==> src/rtl/rggen_rtl_pkg.sv <==
// Shared types for the rggen register-bus blocks: bus direction, bus
// status and the bus arbiter state encoding.
package rggen_rtl_pkg;

  typedef enum logic {
    RGGEN_READ  = 1'b0,
    RGGEN_WRITE = 1'b1
  } rggen_direction;

  typedef enum logic [1:0] {
    RGGEN_OKAY         = 2'b00,
    RGGEN_EXOKAY       = 2'b01,
    RGGEN_SLAVE_ERROR  = 2'b10,
    RGGEN_DECODE_ERROR = 2'b11
  } rggen_status;

  typedef enum logic [1:0] {
    IDLE = 2'b00,
    BUSY = 2'b01,
    GAP  = 2'b10
  } rggen_arbiter_state;

endpackage

==> src/rtl/rggen_round_robin_arbiter.sv <==
// Combinational round-robin selector: picks the first set request bit at or
// after the pointer, wrapping around to bit 0. Returns a one-hot grant and
// the binary index of the winner (both zero when nothing requests).
module rggen_round_robin_arbiter #(
  parameter int N = 2,
  localparam int INDEX_WIDTH = (N > 1) ? $clog2(N) : 1
)(
  input  logic [N-1:0]           request,
  input  logic [INDEX_WIDTH-1:0] pointer,
  output logic [N-1:0]           grant,
  output logic [INDEX_WIDTH-1:0] grant_index
);

  logic                   hit_upper_s;
  logic                   hit_lower_s;
  logic [INDEX_WIDTH-1:0] index_upper_s;
  logic [INDEX_WIDTH-1:0] index_lower_s;

  // Scan from the top down so the lowest set bit in each half wins: the
  // upper half (at or above the pointer) has priority over the wrapped half.
  always_comb begin
    hit_upper_s   = 1'b0;
    hit_lower_s   = 1'b0;
    index_upper_s = '0;
    index_lower_s = '0;
    for (int j = N - 1; j >= 0; j--) begin
      hit_upper_s   = hit_upper_s | (request[j] & (INDEX_WIDTH'(j) >= pointer));
      hit_lower_s   = hit_lower_s | (request[j] & (INDEX_WIDTH'(j) < pointer));
      index_upper_s = (request[j] && (INDEX_WIDTH'(j) >= pointer)) ? INDEX_WIDTH'(j) : index_upper_s;
      index_lower_s = (request[j] && (INDEX_WIDTH'(j) < pointer))  ? INDEX_WIDTH'(j) : index_lower_s;
    end
  end

  // Merge the two halves into the final index and one-hot grant.
  always_comb begin
    grant_index = '0;
    grant       = '0;
    if (hit_upper_s) begin
      grant_index = index_upper_s;
    end else begin
      grant_index = index_lower_s;
    end
    if (hit_upper_s || hit_lower_s) begin
      grant = {{(N-1){1'b0}}, 1'b1} << grant_index;
    end else begin
      grant = '0;
    end
  end

endmodule

==> src/rtl/rggen_bus_arbiter.sv <==
// Round-robin arbiter sharing one downstream register bus among
// N_REQUESTERS upstream masters. A grant is locked from request until the
// downstream done; a one-cycle GAP afterwards lets the finished requester
// drop its request before the next arbitration.
// Optional feature macro: RGGEN_BUS_ARBITER_TIMEOUT_EN adds a watchdog that
// completes a stuck transaction with SLAVE_ERROR after TIMEOUT_CYCLES.
module rggen_bus_arbiter
  import rggen_rtl_pkg::*;
#(
  parameter int N_REQUESTERS   = 2,
  parameter int ADDRESS_WIDTH  = 16,
  parameter int DATA_WIDTH     = 32,
  parameter int TIMEOUT_CYCLES = 1024
)(
  input  logic                                 clk,
  input  logic                                 rst,
  input  logic [N_REQUESTERS-1:0]              s_request,
  input  logic [N_REQUESTERS*ADDRESS_WIDTH-1:0] s_address,
  input  logic [N_REQUESTERS-1:0]              s_direction,
  input  logic [N_REQUESTERS*DATA_WIDTH-1:0]   s_write_data,
  input  logic [N_REQUESTERS*DATA_WIDTH/8-1:0] s_write_strobe,
  output logic [N_REQUESTERS-1:0]              s_done,
  output logic [DATA_WIDTH-1:0]                s_read_data,
  output logic [1:0]                           s_status,
  output logic                                 m_request,
  output logic [ADDRESS_WIDTH-1:0]             m_address,
  output logic                                 m_direction,
  output logic [DATA_WIDTH-1:0]                m_write_data,
  output logic [DATA_WIDTH/8-1:0]              m_write_strobe,
  input  logic                                 m_done,
  input  logic [DATA_WIDTH-1:0]                m_read_data,
  input  logic [1:0]                           m_status
);

  localparam int INDEX_WIDTH  = (N_REQUESTERS > 1) ? $clog2(N_REQUESTERS) : 1;
  localparam int STROBE_WIDTH = DATA_WIDTH / 8;

  rggen_arbiter_state       state_r;
  rggen_arbiter_state       state_next_s;
  logic [INDEX_WIDTH-1:0]   pointer_r;
  logic [INDEX_WIDTH-1:0]   pointer_next_s;
  logic [INDEX_WIDTH-1:0]   grant_r;
  logic [N_REQUESTERS-1:0]  arb_grant_s;
  logic [INDEX_WIDTH-1:0]   arb_index_s;
  logic                     any_request_s;
  logic                     timeout_s;
  logic                     forced_s;
  logic                     complete_s;

  logic                     m_request_r;
  logic [ADDRESS_WIDTH-1:0] m_address_r;
  logic                     m_direction_r;
  logic [DATA_WIDTH-1:0]    m_write_data_r;
  logic [STROBE_WIDTH-1:0]  m_write_strobe_r;

  logic [ADDRESS_WIDTH-1:0] address_s      [N_REQUESTERS];
  logic [DATA_WIDTH-1:0]    write_data_s   [N_REQUESTERS];
  logic [STROBE_WIDTH-1:0]  write_strobe_s [N_REQUESTERS];

  for (genvar i = 0; i < N_REQUESTERS; i++) begin : g_slice
    assign address_s[i]      = s_address[i*ADDRESS_WIDTH +: ADDRESS_WIDTH];
    assign write_data_s[i]   = s_write_data[i*DATA_WIDTH +: DATA_WIDTH];
    assign write_strobe_s[i] = s_write_strobe[i*STROBE_WIDTH +: STROBE_WIDTH];
  end

  rggen_round_robin_arbiter #(
    .N (N_REQUESTERS)
  ) u_round_robin (
    .request     (s_request),
    .pointer     (pointer_r),
    .grant       (arb_grant_s),
    .grant_index (arb_index_s)
  );

  assign any_request_s  = |arb_grant_s;
  assign pointer_next_s = (grant_r == INDEX_WIDTH'(N_REQUESTERS - 1)) ? '0
                        : grant_r + INDEX_WIDTH'(1);

`ifdef RGGEN_BUS_ARBITER_TIMEOUT_EN
  localparam int TIMER_WIDTH = $clog2(TIMEOUT_CYCLES) + 1;

  logic [TIMER_WIDTH-1:0] timeout_count_r;

  assign timeout_s = (state_r == BUSY) &&
                     (timeout_count_r == TIMER_WIDTH'(TIMEOUT_CYCLES - 1));

  // Watchdog: zeroed while IDLE so each BUSY starts at 0, counts BUSY cycles without done.
  always_ff @(posedge clk or posedge rst) begin
    if (rst) begin
      timeout_count_r <= '0;
    end else if (state_r == IDLE) begin
      timeout_count_r <= '0;
    end else if ((state_r == BUSY) && !m_done) begin
      timeout_count_r <= timeout_count_r + TIMER_WIDTH'(1);
    end else begin
      timeout_count_r <= timeout_count_r;
    end
  end
`else
  assign timeout_s = 1'b0;
`endif

  // A real done always wins over the watchdog in the same cycle.
  assign forced_s   = timeout_s && !m_done;
  assign complete_s = (state_r == BUSY) && (m_done || timeout_s);

  // Next-state logic: IDLE -> BUSY on any request, BUSY -> GAP on completion, GAP -> IDLE.
  always_comb begin
    state_next_s = state_r;
    case (state_r)
      IDLE: begin
        if (any_request_s) begin
          state_next_s = BUSY;
        end else begin
          state_next_s = IDLE;
        end
      end
      BUSY: begin
        if (complete_s) begin
          state_next_s = GAP;
        end else begin
          state_next_s = BUSY;
        end
      end
      GAP:     state_next_s = IDLE;
      default: state_next_s = IDLE;
    endcase
  end

  // State register.
  always_ff @(posedge clk or posedge rst) begin
    if (rst) begin
      state_r <= IDLE;
    end else begin
      state_r <= state_next_s;
    end
  end

  // Downstream request registers, grant lock and priority pointer.
  always_ff @(posedge clk or posedge rst) begin
    if (rst) begin
      m_request_r      <= 1'b0;
      m_address_r      <= '0;
      m_direction_r    <= RGGEN_READ;
      m_write_data_r   <= '0;
      m_write_strobe_r <= '0;
      grant_r          <= '0;
      pointer_r        <= '0;
    end else begin
      case (state_r)
        IDLE: begin
          if (any_request_s) begin
            m_request_r      <= 1'b1;
            m_address_r      <= address_s[arb_index_s];
            m_direction_r    <= s_direction[arb_index_s];
            m_write_data_r   <= write_data_s[arb_index_s];
            m_write_strobe_r <= write_strobe_s[arb_index_s];
            grant_r          <= arb_index_s;
          end
        end
        BUSY: begin
          if (complete_s) begin
            m_request_r      <= 1'b0;
            m_address_r      <= '0;
            m_direction_r    <= RGGEN_READ;
            m_write_data_r   <= '0;
            m_write_strobe_r <= '0;
            pointer_r        <= pointer_next_s;
          end
        end
        default: begin
          m_request_r <= 1'b0;
        end
      endcase
    end
  end

  // Upstream response: done routed to the locked requester, data/status broadcast.
  always_comb begin
    s_done      = '0;
    s_read_data = m_read_data;
    s_status    = m_status;
    if (complete_s) begin
      s_done = {{(N_REQUESTERS-1){1'b0}}, 1'b1} << grant_r;
    end else begin
      s_done = '0;
    end
    if (forced_s) begin
      s_read_data = '0;
      s_status    = RGGEN_SLAVE_ERROR;
    end else begin
      s_read_data = m_read_data;
      s_status    = m_status;
    end
  end

  assign m_request      = m_request_r;
  assign m_address      = m_address_r;
  assign m_direction    = m_direction_r;
  assign m_write_data   = m_write_data_r;
  assign m_write_strobe = m_write_strobe_r;

endmodule

==> config.mk <==
export PLATFORM = sky130hd
export DESIGN_NAME = rggen_bus_arbiter
export DESIGN_NICKNAME = d
export VERILOG_FILES = /design/src/rtl/rggen_rtl_pkg.sv /design/src/rtl/rggen_round_robin_arbiter.sv /design/src/rtl/rggen_bus_arbiter.sv
export SDC_FILE = /design/constraint.sdc
export NUM_CORES = 1
export LEC_CHECK = 0
export BUFFER_PORTS_ARGS = -buffer_cell sky130_fd_sc_hd__buf_4
export CAP_MARGIN = 20
export CORE_AREA = 2 2 90 92
export CTS_CLUSTER_DIAMETER = 150
export DETAILED_ROUTE_END_ITERATION = 10
export DIE_AREA = 0 0 92 94
export PLACE_DENSITY_LB_ADDON = 0.05
export SYNTH_ARGS = -nofsm -noshare
export SYNTH_HDL_FRONTEND = slang
export SYNTH_SLANG_ARGS = --single-unit
==> constraint.sdc <==
create_clock -name clk -period 2.92 [get_ports clk]
set_clock_uncertainty 0.1 [all_clocks]
set_input_delay 0.584 -clock clk [delete_from_list [all_inputs] [get_ports clk]]
set_output_delay 0.584 -clock clk [all_outputs]
set_load 0.01 [all_outputs]
==> summary.md <==
| Metric | Value |
|---|---|
| Critical path required time | about 2.2 ns |
| Outcome | finished, final reports clean |
| P_leak | ~2.4 nW |
| Share of layout cells above drive strength 1 | 50.35% |
| Clock Sinks | 58 |
| Vias in the first global route | 2497 |
| Synth top area share | 46.70% |
| Internal Power | 2.636 mW |
| Area Growth Syn to Fin | 40.82% |
| CP Launch Type | register |
| Final nets | about 570 |
| Sequential area share after synthesis | between 40% and 50% |
| Cts hold-fix bufs | 0 |
| FF+latch count, synth | 58 |
| Clk slew on worst S/H paths | 0.07 ns |
| Max-slew violations | 0 |
| DRT antenna net count | 0 |
| Share of flip-flops with an asynchronous set or reset | 100.0% |
| Avg WL per Cell | 14.64 um |
| Synth warnings | 0 |
| Syn_area_per_cell | 10.83 um2 |
| Cell taking the most area after synthesis | dfrtp_1 |
| Post-layout util | 57.53% |
| Clock Power Share | 24.6% |
| Peak supply drop | 0.0007168 V |
| CORE AREA | 0.007607 mm2 |
| Die Area | 0.008648 mm2 |
| Global-route usage over all layers | approximately 18% |
| Slew margin rel. | 58.97% |
| CTS tree | yes |
| Root buf cell | clkbuf_8 |
| I/O Pins | approximately 240 |
| Dpl hpwl | approximately 6 mm |
| Cell Rows | 32 |
| # fillers | 728 |
| Pwr Total | 4.015 mW |
| R2R Setup Slk | around 1.1 ns |
| Most frequent cell after synthesis | dfrtp_1 |
| Reg area | 0.001451 mm2 |
| Sw Ratio | 34.33% |
| Commonest cells post-synth | 58 x dfrtp_1, 56 x nand2_1, 53 x mux2i_1 |
| Crit path DAT | 1.35 ns |
| Post-synthesis cell area | 0.003108 mm2 |
| Die X | approximately 90 um |
| Synth area leaders | dfrtp_1 47%, mux2i_1 17%, buf_4 8.9% |
| GP Congestion | approximately 0.75 |
| Tmin final | 2.035 ns |
| Top_reg_cell synth | dfrtp_1 |
| Seq pwr share | roughly 33% |
| Mapped Cells | 287 |
| Number of flops mapped to enable cells by yosys | 0 |
| Initial antenna violation count | 0 |
| Antenna fix cells | 0 |
| Congestion Overflow GR | 0 |
| Drt drc | 0 |
| Post-DR vias/cell | around 4.8 |
| Final hold violation count | 0 |
| Critical path class | register to output port |
| Worst-Margin Slew | 0.6145 ns |
| Post-CTS setup buffer count | 0 |
| Longest Clk Path Bufs | 2 |
| DR vias | 2513 |
| Comb pwr share | 42.1% |
| Setup TNS | 0 ns |
| TritonCTS Buffers | 9 |
| RSZ-0062 raised after global routing | no |
| Syn Nets | 432 |
| Port Buffer Count | 166 |
| Drt pass-1 iters | 4 |
| Starting density of the core | 40.86% |
| First-pass GRT wire length | 12.24 mm |
| Cts repair resizes | 0 |
| P per Cell Area | a little over 900 mW/mm2 |
| Final WL | 7.715 mm |
| Largest net degree at the start of global routing | 32 |
| Final setup fails | 0 |
| Worst min path class | input port to async pin |
| First DRT Iteration DRCs | 48 |
| Distinct cells, synth | 20 |
| Max FO, Critical Path | 4 |
| Psw | 1.378 mW |
| Max Clock Freq | ~490 MHz |
| Htree depth | 3 |
| Final period utilization | a little over two thirds |
| Later-pin clock latency in the skew report | ~0.33 ns |
| Die height | between 90 and 100 um |
| Crit. End Element | output port |
| Multi-input gate area | between 0.001 and 0.0015 mm2 |
| Max-cap viol count | 0 |
-- power by group through the flow --
stage	Sequential [mW]	Combinational [mW]	Clock [mW]
after floorplan	1.47	0.921	0
after global placement	1.35	1.68	0
after detailed placement	1.36	1.71	0
after CTS	1.35	1.71	1.01
after global routing	1.39	1.86	1.05
final	1.34	1.69	0.987
-- logic make-up (layout without fill, tap and decap cells) --
| family | after synthesis | count (layout) | share of synthesized area (%) |
|---|---|---|---|
| multiplexers | 53 | 53 | 17.07 |
| AND/OR/NAND/NOR | 62 | 62 | 7.730 |
| buffers and inverters | 55 | 193 | 15.38 |
| AO/OA/AOI/OAI | 59 | 59 | 13.12 |
| flip-flops | 58 | 58 | 46.70 |
-- through the flow --
stage | area [um2] | hold slack (ns) | setup WS (ns) | instances
floorplan | 3108 | 0.3630 | 0.8080 | 287
global placement | 4095 | 0.3638 | 0.4787 | 510
detailed placement | 4095 | 0.3663 | 0.4372 | 510
CTS | 4362 | 0.2516 | 0.6552 | 526
global route | 4377 | 0.2721 | 0.7340 | 527
finish | 4377 | 0.2306 | 0.8845 | 527
-- per-layer routing --
| layer | vias up | share of wire (%) | track usage, % |
|---|---|---|---|
| met5 | - | 0 | 0 |
| met4 | 0 | 1.9 | 5.721 |
| met3 | 26 | 8.6 | 7.945 |
| met2 | 107 | 52 | 31.99 |
| met1 | 1172 | 38 | 20.07 |
| li1 | 1208 | - | - |
-- flip-flops by register name (all words and copies together), names as in the netlist --
name            count
grant_r             1
m_address          16
m_direction         1
m_request           1
m_write_data       32
state_r             2
pointer_r           1
m_write_strobe      4
-- cell type report --
cell class                 instances  area share, %
multi-input combinational        174          27.36
inverter                           4         0.3431
sequential                        58          33.16
tap                              102          2.916
clock buffer                      11          3.230
timing repair buffer             173          30.13
clock inverter                     5          2.859
-- placed cells by master, fill, tap and decap left out --
| cell | instances |
|---|---|
| nand2_1 | 56 |
| dfrtp_1 | 58 |
| o31ai_1 | 1 |
| inv_1 | 3 |
| buf_12 | 1 |
| o21ai_4 | 2 |
| nor2_1 | 2 |
| inv_2 | 1 |
| o311ai_4 | 1 |
| a21o_1 | 1 |
| o21ai_2 | 22 |
| clkbuf_1 | 1 |
| clkbuf_8 | 10 |
| o21ai_1 | 28 |
| and2_1 | 1 |
| nand2b_1 | 1 |
| buf_4 | 171 |
| mux2i_1 | 53 |
| bufinv_16 | 4 |
| clkinv_2 | 1 |
| nand3_1 | 2 |
| buf_8 | 1 |
| o21ai_0 | 4 |
-- worst paths after layout --
path	from	cells past startpoint	end
max in group asynchronous	rst	3	m_address[13]
max	state_r[1]	4	s_done[0]
min reg2reg	m_address[11]	2	m_address[11]
max reg2reg	state_r[0]	5	m_write_data[29]
min in group clk	m_address[11]	2	m_address[11]
min	rst	2	m_write_data[29]
-- critical path, cell delays in order, from the launching register on --
cell	delay, ns
dfrtp_1	0.40
inv_1	0.13
nand3_1	0.13
nor2_1	0.20
buf_4	0.16
Power figures use the tool's default switching activity.
